--- config.mk ---
export PLATFORM = sky130hd
export DESIGN_NAME = m2m_xfer_ctrl_flat
export DESIGN_NICKNAME = d
export VERILOG_FILES = /design/src/rtl/m2m_xfer_ctrl_if.sv /design/src/rtl/m2m_xfer_ctrl.sv /design/src/flat_wrapper.sv
export SDC_FILE = /design/constraint.sdc
export NUM_CORES = 1
export LEC_CHECK = 0
export ABC_AREA = 1
export BUFFER_PORTS_ARGS = -buffer_cell sky130_fd_sc_hd__buf_2
export CAP_MARGIN = 5
export CORE_AREA = 2 2 39 41
export CTS_BUF_LIST = sky130_fd_sc_hd__clkbuf_16
export DETAILED_ROUTE_END_ITERATION = 16
export DIE_AREA = 0 0 41 43
export SLEW_MARGIN = 20
export SYNTH_ARGS = -nofsm -noshare
export SYNTH_HDL_FRONTEND = slang
export SYNTH_SLANG_ARGS = --single-unit
--- constraint.sdc ---
create_clock -name clock -period 1.25 [get_ports clock]
set_clock_uncertainty 0.1 [all_clocks]
set_input_delay 0.1875 -clock clock [delete_from_list [all_inputs] [get_ports clock]]
set_output_delay 0.1875 -clock clock [all_outputs]
set_load 0.02 [all_outputs]
--- src/rtl/m2m_xfer_ctrl_if.sv ---
// rtl/m2m_xfer_ctrl_if.sv - strobe/status bundle between m2m_xfer_ctrl and its datapath
//
// Groups every non-clock, non-reset signal of the transfer controller.
//   master : the controller (samples Start/AddrA/AddrB/Keep, drives strobes and status)
//   slave  : the datapath / environment (drives Start/AddrA/AddrB/Keep)
// Signals:
//   Start  - begin a run (only honoured in IDLE)
//   AddrA  - counter A address, AW_A bits
//   AddrB  - counter B address, AW_B bits
//   Keep   - comparator result for the current memory A word
//   IncA   - increment counter A      IncB - increment counter B
//   WEA    - write memory A           WEB  - write memory B
//   CntRst - synchronous clear of both counters
//   ClrB   - force zero onto memory B write data
//   Busy   - run in progress          Done - one-cycle completion pulse

interface m2m_xfer_ctrl_if #(
    parameter int AW_A = 3,
    parameter int AW_B = 2
);
    logic            Start;
    logic [AW_A-1:0] AddrA;
    logic [AW_B-1:0] AddrB;
    logic            Keep;
    logic            IncA;
    logic            IncB;
    logic            WEA;
    logic            WEB;
    logic            CntRst;
    logic            ClrB;
    logic            Busy;
    logic            Done;

    modport master (
        input  Start, AddrA, AddrB, Keep,
        output IncA, IncB, WEA, WEB, CntRst, ClrB, Busy, Done
    );

    modport slave (
        output Start, AddrA, AddrB, Keep,
        input  IncA, IncB, WEA, WEB, CntRst, ClrB, Busy, Done
    );
endinterface

--- src/rtl/m2m_xfer_ctrl.sv ---
// rtl/m2m_xfer_ctrl.sv - fill/transfer sequencing controller for the memory-to-memory datapath
//
// Fills memory A sequentially, optionally zeroes memory B, then copies every
// memory A word flagged by Keep into consecutive memory B locations. One run
// per Start pulse; Done pulses for one cycle at the end of the run.
//
// Optional feature: define M2M_CLEARB_EN to include the CLRB phase that
// zeroes memory B before each transfer. Without it ClrB is tied low.
//
// Ports:
//   clock - rising-edge clock
//   Reset - asynchronous, active-high reset (state returns to IDLE at once)
//   bus   - m2m_xfer_ctrl_if.master: Start/AddrA/AddrB/Keep in,
//           IncA/IncB/WEA/WEB/CntRst/ClrB/Busy/Done out

module m2m_xfer_ctrl #(
    parameter int AW_A = 3,
    parameter int AW_B = 2
) (
    input  logic               clock,
    input  logic               Reset,
    m2m_xfer_ctrl_if.master    bus
);

    // Terminal counts of the two address counters.
    localparam logic [AW_A-1:0] LAST_A = '1;
    localparam logic [AW_B-1:0] LAST_B = '1;

`ifdef M2M_CLEARB_EN
    typedef enum logic [2:0] {IDLE, FILL, CLRB, XFER, DONE} state_t;
`else
    typedef enum logic [2:0] {IDLE, FILL, XFER, DONE} state_t;
`endif

    state_t state;
    state_t state_nxt;

    logic inc_a;
    logic inc_b;
    logic we_a;
    logic we_b;
    logic cnt_rst;
    logic clr_b;
    logic busy;
    logic done;

    always_ff @(posedge clock or posedge Reset) begin
        if (Reset) begin
            state <= IDLE;
        end else begin
            state <= state_nxt;
        end
    end

    // Outputs decode the registered state; Keep is the only input that
    // reaches an output combinationally (WEB/IncB during XFER).
    always_comb begin
        state_nxt = state;
        inc_a     = 1'b0;
        inc_b     = 1'b0;
        we_a      = 1'b0;
        we_b      = 1'b0;
        cnt_rst   = 1'b0;
        clr_b     = 1'b0;
        busy      = 1'b0;
        done      = 1'b0;

        case (state)
            IDLE: begin
                if (bus.Start) begin
                    state_nxt = FILL;
                end
            end

            FILL: begin
                we_a  = 1'b1;
                inc_a = 1'b1;
                busy  = 1'b1;
                // Counter A wraps to 0 on this edge, so XFER starts at word 0.
                if (bus.AddrA == LAST_A) begin
`ifdef M2M_CLEARB_EN
                    state_nxt = CLRB;
`else
                    state_nxt = XFER;
`endif
                end
            end

`ifdef M2M_CLEARB_EN
            CLRB: begin
                we_b  = 1'b1;
                inc_b = 1'b1;
                clr_b = 1'b1;
                busy  = 1'b1;
                // Counter B wraps to 0 here, leaving it ready for the copy.
                if (bus.AddrB == LAST_B) begin
                    state_nxt = XFER;
                end
            end
`endif

            XFER: begin
                inc_a = 1'b1;
                busy  = 1'b1;
                we_b  = bus.Keep;
                inc_b = bus.Keep;
                // Stop when the source is exhausted or this write fills B;
                // the last write/increment still happens on this edge.
                if ((bus.AddrA == LAST_A) || (bus.Keep && (bus.AddrB == LAST_B))) begin
                    state_nxt = DONE;
                end
            end

            DONE: begin
                done      = 1'b1;
                cnt_rst   = 1'b1;
                state_nxt = IDLE;
            end

            default: begin
                state_nxt = IDLE;
            end
        endcase
    end

    assign bus.IncA   = inc_a;
    assign bus.IncB   = inc_b;
    assign bus.WEA    = we_a;
    assign bus.WEB    = we_b;
    assign bus.CntRst = cnt_rst;
    assign bus.ClrB   = clr_b;
    assign bus.Busy   = busy;
    assign bus.Done   = done;

endmodule

--- src/flat_wrapper.sv ---
// flat-port wrapper written by rule: the top's interface ports become plain ports
module m2m_xfer_ctrl_flat 
#(
    parameter int AW_A = 3,
    parameter int AW_B = 2
)
  (clock, Reset, bus_Start, bus_AddrA, bus_AddrB, bus_Keep, bus_IncA, bus_IncB, bus_WEA, bus_WEB, bus_CntRst, bus_ClrB, bus_Busy, bus_Done);
  m2m_xfer_ctrl_if #(.AW_A(AW_A), .AW_B(AW_B)) bus_i ();
  input  logic clock;
  input  logic Reset;
  input wire logic [$bits(bus_i.Start)-1:0] bus_Start;
  input wire logic [$bits(bus_i.AddrA)-1:0] bus_AddrA;
  input wire logic [$bits(bus_i.AddrB)-1:0] bus_AddrB;
  input wire logic [$bits(bus_i.Keep)-1:0] bus_Keep;
  output wire logic [$bits(bus_i.IncA)-1:0] bus_IncA;
  output wire logic [$bits(bus_i.IncB)-1:0] bus_IncB;
  output wire logic [$bits(bus_i.WEA)-1:0] bus_WEA;
  output wire logic [$bits(bus_i.WEB)-1:0] bus_WEB;
  output wire logic [$bits(bus_i.CntRst)-1:0] bus_CntRst;
  output wire logic [$bits(bus_i.ClrB)-1:0] bus_ClrB;
  output wire logic [$bits(bus_i.Busy)-1:0] bus_Busy;
  output wire logic [$bits(bus_i.Done)-1:0] bus_Done;
  assign bus_i.Start = bus_Start;
  assign bus_i.AddrA = bus_AddrA;
  assign bus_i.AddrB = bus_AddrB;
  assign bus_i.Keep = bus_Keep;
  assign bus_IncA = bus_i.IncA;
  assign bus_IncB = bus_i.IncB;
  assign bus_WEA = bus_i.WEA;
  assign bus_WEB = bus_i.WEB;
  assign bus_CntRst = bus_i.CntRst;
  assign bus_ClrB = bus_i.ClrB;
  assign bus_Busy = bus_i.Busy;
  assign bus_Done = bus_i.Done;
  m2m_xfer_ctrl #(.AW_A(AW_A), .AW_B(AW_B)) u_core (.clock(clock), .Reset(Reset), .bus(bus_i));
endmodule
* After elaboration in Yosys (flattened, before gate mapping)
Cells that the tools add are included.
** Storage, ports and cells
- Output and inout port bits :: 8
- Register bits after elaboration :: 3
- Logic and storage cells :: 22
- Input port bits :: 9
** Cells by class
- Reductions and logical operators :: 5
- Eq/ne operators :: 8
- Muxes and demuxes :: 8
** Operator list (count)
- $mux W3 :: 3
- $pmux W3 S3 :: 1
- $eq A3 B2 Y1 const B :: 2
- $mux W1 :: 4
- $ne A2 B1 Y1 const B :: 2
- $eq A3 B1 Y1 const B :: 1
- $eq A3 B3 Y1 const B :: 1
- $logic_not A3 Y1 :: 1
- $reduce_and A3 Y1 :: 1
- $eq A2 B2 Y1 const B :: 1
- $ne A2 B2 Y1 const B :: 1
- $reduce_or A2 Y1 :: 1
- $logic_and A1 B1 Y1 :: 1
- $logic_or A1 B1 Y1 :: 1

* Logic depth before layout (Yosys ltp)
- Word-level depth :: 5
- Gate-level depth with buffers :: 6

* Worst setup path after synthesis
No wires, ideal clock.
- Kind :: reg2out
- Start :: register u_core.state[0]
- End :: output bus_WEB
- Slack :: -0.066 ns
- Data arrival time :: 1.029 ns
- Buffers on the path :: 1
- Cell stages (with the launch flop) :: 6
- Path through :: dfrtp_1 > inv_1 > ha_1 > nand2_1 > inv_1 > buf_4
** Between the ends
- Longest elaborated chain between the ends :: 2
** Ends and longest elaborated chain
- start: declaration :: RTL line m2m_xfer_ctrl.sv:35 : state_t state;
- start signal: assignment :: RTL line m2m_xfer_ctrl.sv:51 : state <= state_nxt;
- $eq A3 B2 Y1
- $mux W1
- end: declaration :: RTL line flat_wrapper.sv:18 : output wire logic [$bits(bus_i.WEB)-1:0] bus_WEB;
Every way passes these cells.

* Worst setup path after layout
- Start :: register u_core.state[1]
- End :: output bus_Busy
** Between the ends
- Longest elaborated chain between the ends :: 3
** Ends and longest elaborated chain
- $eq A3 B1 Y1 or $eq A3 B2 Y1 (tied branches) :: RTL line m2m_xfer_ctrl.sv:68 : case (state)
- $reduce_or A2 Y1 (no source line) *
- $mux W1 * :: RTL line m2m_xfer_ctrl.sv:68
- end: declaration :: RTL line flat_wrapper.sv:21 : output wire logic [$bits(bus_i.Busy)-1:0] bus_Busy;
Mark *: on every way between the ends. The rest lies on a longest branch, timed or not.

==> results.cfg <==
[critical_path]
reg2reg_slack_ps = -10
crit_required_ps = 960
path_class = reg2out
start_kind = register
cp-end-kind = output pin
crit_arrival_ps = 1100
slowest_delay_ps = 410
path_cells = inv_2 -> ha_4 -> buf_6
crit_slowest_cell = dfrtp_2
cpLargestDelayFamily = flip-flops
crit_fanout = 4
path_buf_inv = 2

[cells_and_area]
fin_area_um2 = 493.0
fillers = 145
drive_gt1_frac = 0.7083
final_cell_mix = 9 x buf_6, 8 x buf_2, 5 x nand2_1
final_cells = 64
num_antenna_cells = 0
top_register = u_core.state
post-route-util = 0.3562
regArea_um2 = 51.30
final_common_cell = buf_6
largest_reg_flops = 2
top_regs = u_core.state: 2 flops
area_delta_synth_final_pct = 109.6
multi_input_area_um2 = 168.9
num-nets-final = 63

[cts]
cts_sinks = 2
worstSkewPairLatency_ps = 220
cts_buffer_depth = 2
cts.clk_slew.worst_paths_ps = 30
numCtsBuffers = 3
cts_tree = yes
h-tree-depth = 1
cts_root_buf = clkbuf_16

[logic_synthesis]
synth_area_um2 = 235.2
ys_ff_latch = 2
synthDistinctLibCells = 11
synth-compound-area-share = 0
avgSynthCellArea_um2 = 7.841
yosysWarnings = 0
syn_nets = 43
syn_inst = 30
synthMuxAreaShare = 0
synthAdderAreaFrac = 0.2128
synth_top_family_by_area = simple AND/OR/NAND/NOR gates
ys_seq_area_frac = 0.2128
synth_xor_area_frac = 0
synth-simple-area-share = 0.3511

[timing]
finalHoldViolations = 0
rsz0062_at_grt = true
fin_tns_setup_ps = -825.8
holdWs_ps = 253.6
fin_ws_ps = -135.2
max_freq_mhz = 721.9
maxSlewViolCount = 0
min_period_over_period = 1.108
setup_violations = 8
finalCriticalPeriod_ps = 1385

[die]
core_area_um2 = 1384
fp.dieW_um = 41
die_h_um = 43
rows = 14
start_util = 0.1700
ios = 17
die_area_um2 = 1763

[global_routing]
grt_usage = 0.08635
grt_pass1_wl_um = 883
grt_overflow = 0
grt_pass1_vias = 232
grt_antenna_before_repair = 0
grt_start_max_net_pins = 5

[power_and_ir_drop]
p_per_area_nw_per_um2 = 3310
vdd_ir_drop_max_v = 0.0009403
p_leak_nw = 0.2506
finalPower_mw = 1.632

[detailed_routing]
vias = 251
drtIter0Drc = 1
final_antenna_net_count = 0
viasPerCell = 3.922
drt_pre_antenna_iters = 2
routed_wl_um = 597
post-route-drc-count = 0
wl_per_cell_um = 9.328

[status]
status = complete, but fails checks
violations = negative setup slack

[placement]
dp_hpwl_um = 426.4
postPlaceCellArea_um2 = 310.3
place_congestion = 0.6542
port_buffers = 15
dp_cells = 58
post-place-ws_ps = 4.467

[hold_path]
holdCritPathClass = in2async

[flow_run]
cap_violations = 0
## Yosys cell counts
library cell	n	area, um2
dfrtp_1	2	50.05
nand2_1	6	22.52
buf_4	4	30.03
nand4_1	2	12.51
nand3_2	3	30.03
inv_1	5	18.77
ha_1	4	50.05
or2_1	1	6.260
conb_1	1	3.750
nand3_1	1	5.000
nand2_2	1	6.260
## cell type report
type	instances	area share
Multi-Input combinational cell	19	0.3426
Timing Repair Buffer	19	0.3223
Clock buffer	3	0.1523
Sequential cell	2	0.1041
Tap cell	16	0.04061
Inverter	5	0.03807
## power by group
part / internal, mW / total [mW] / switching, mW
Combinational: 0.524 / 0.993 / 0.469
Sequential: 0.105 / 0.149 / 0.0445
Clock: 0.408 / 0.489 / 0.0817
## repair_timing
action                                  4_1_cts  5_1_grt
hold buffers                                  1        0
resized for setup                            25        0
endpoints found under the hold margin         2        0
pin swaps                                     5        2
endpoints found under the setup margin        8        9
buffers inserted                              2        0
## logic make-up (layout without fill, tap and decap cells)
| logic type | Yosys count | in the layout |
|---|---|---|
| other | 1 | 1 |
| DFF | 2 | 2 |
| buffers and inverters | 9 | 27 |
| and+or+nand+nor | 14 | 14 |
| adders and majority gates | 4 | 4 |
## routing by layer
layer  vias up  GRT usage  share of wire
met5         -          0              0
met4         0     0.1200          0.040
met2        14     0.1344           0.54
met3         2    0.03141           0.10
li1        126          -              -
met1       109    0.06109           0.31
## worst paths after layout
check	startpoint	endpoint	depth (start not counted)
worst max register to register	u_core.state[1]	u_core.state[0]	5
max in group asynchronous	Reset	u_core.state[1]	3
min in group clock	bus_Start	u_core.state[0]	5
worst min register to register	u_core.state[1]	u_core.state[1]	2
worst max-delay path	u_core.state[1]	bus_Busy	3
worst min-delay path	Reset	u_core.state[1]	3
## tightest hold or removal path, cell delays in order
cell and delay, ps:
dlygate4sd3_1 530, buf_2 120, inv_1 70
(Power assumes the default switching activity.)
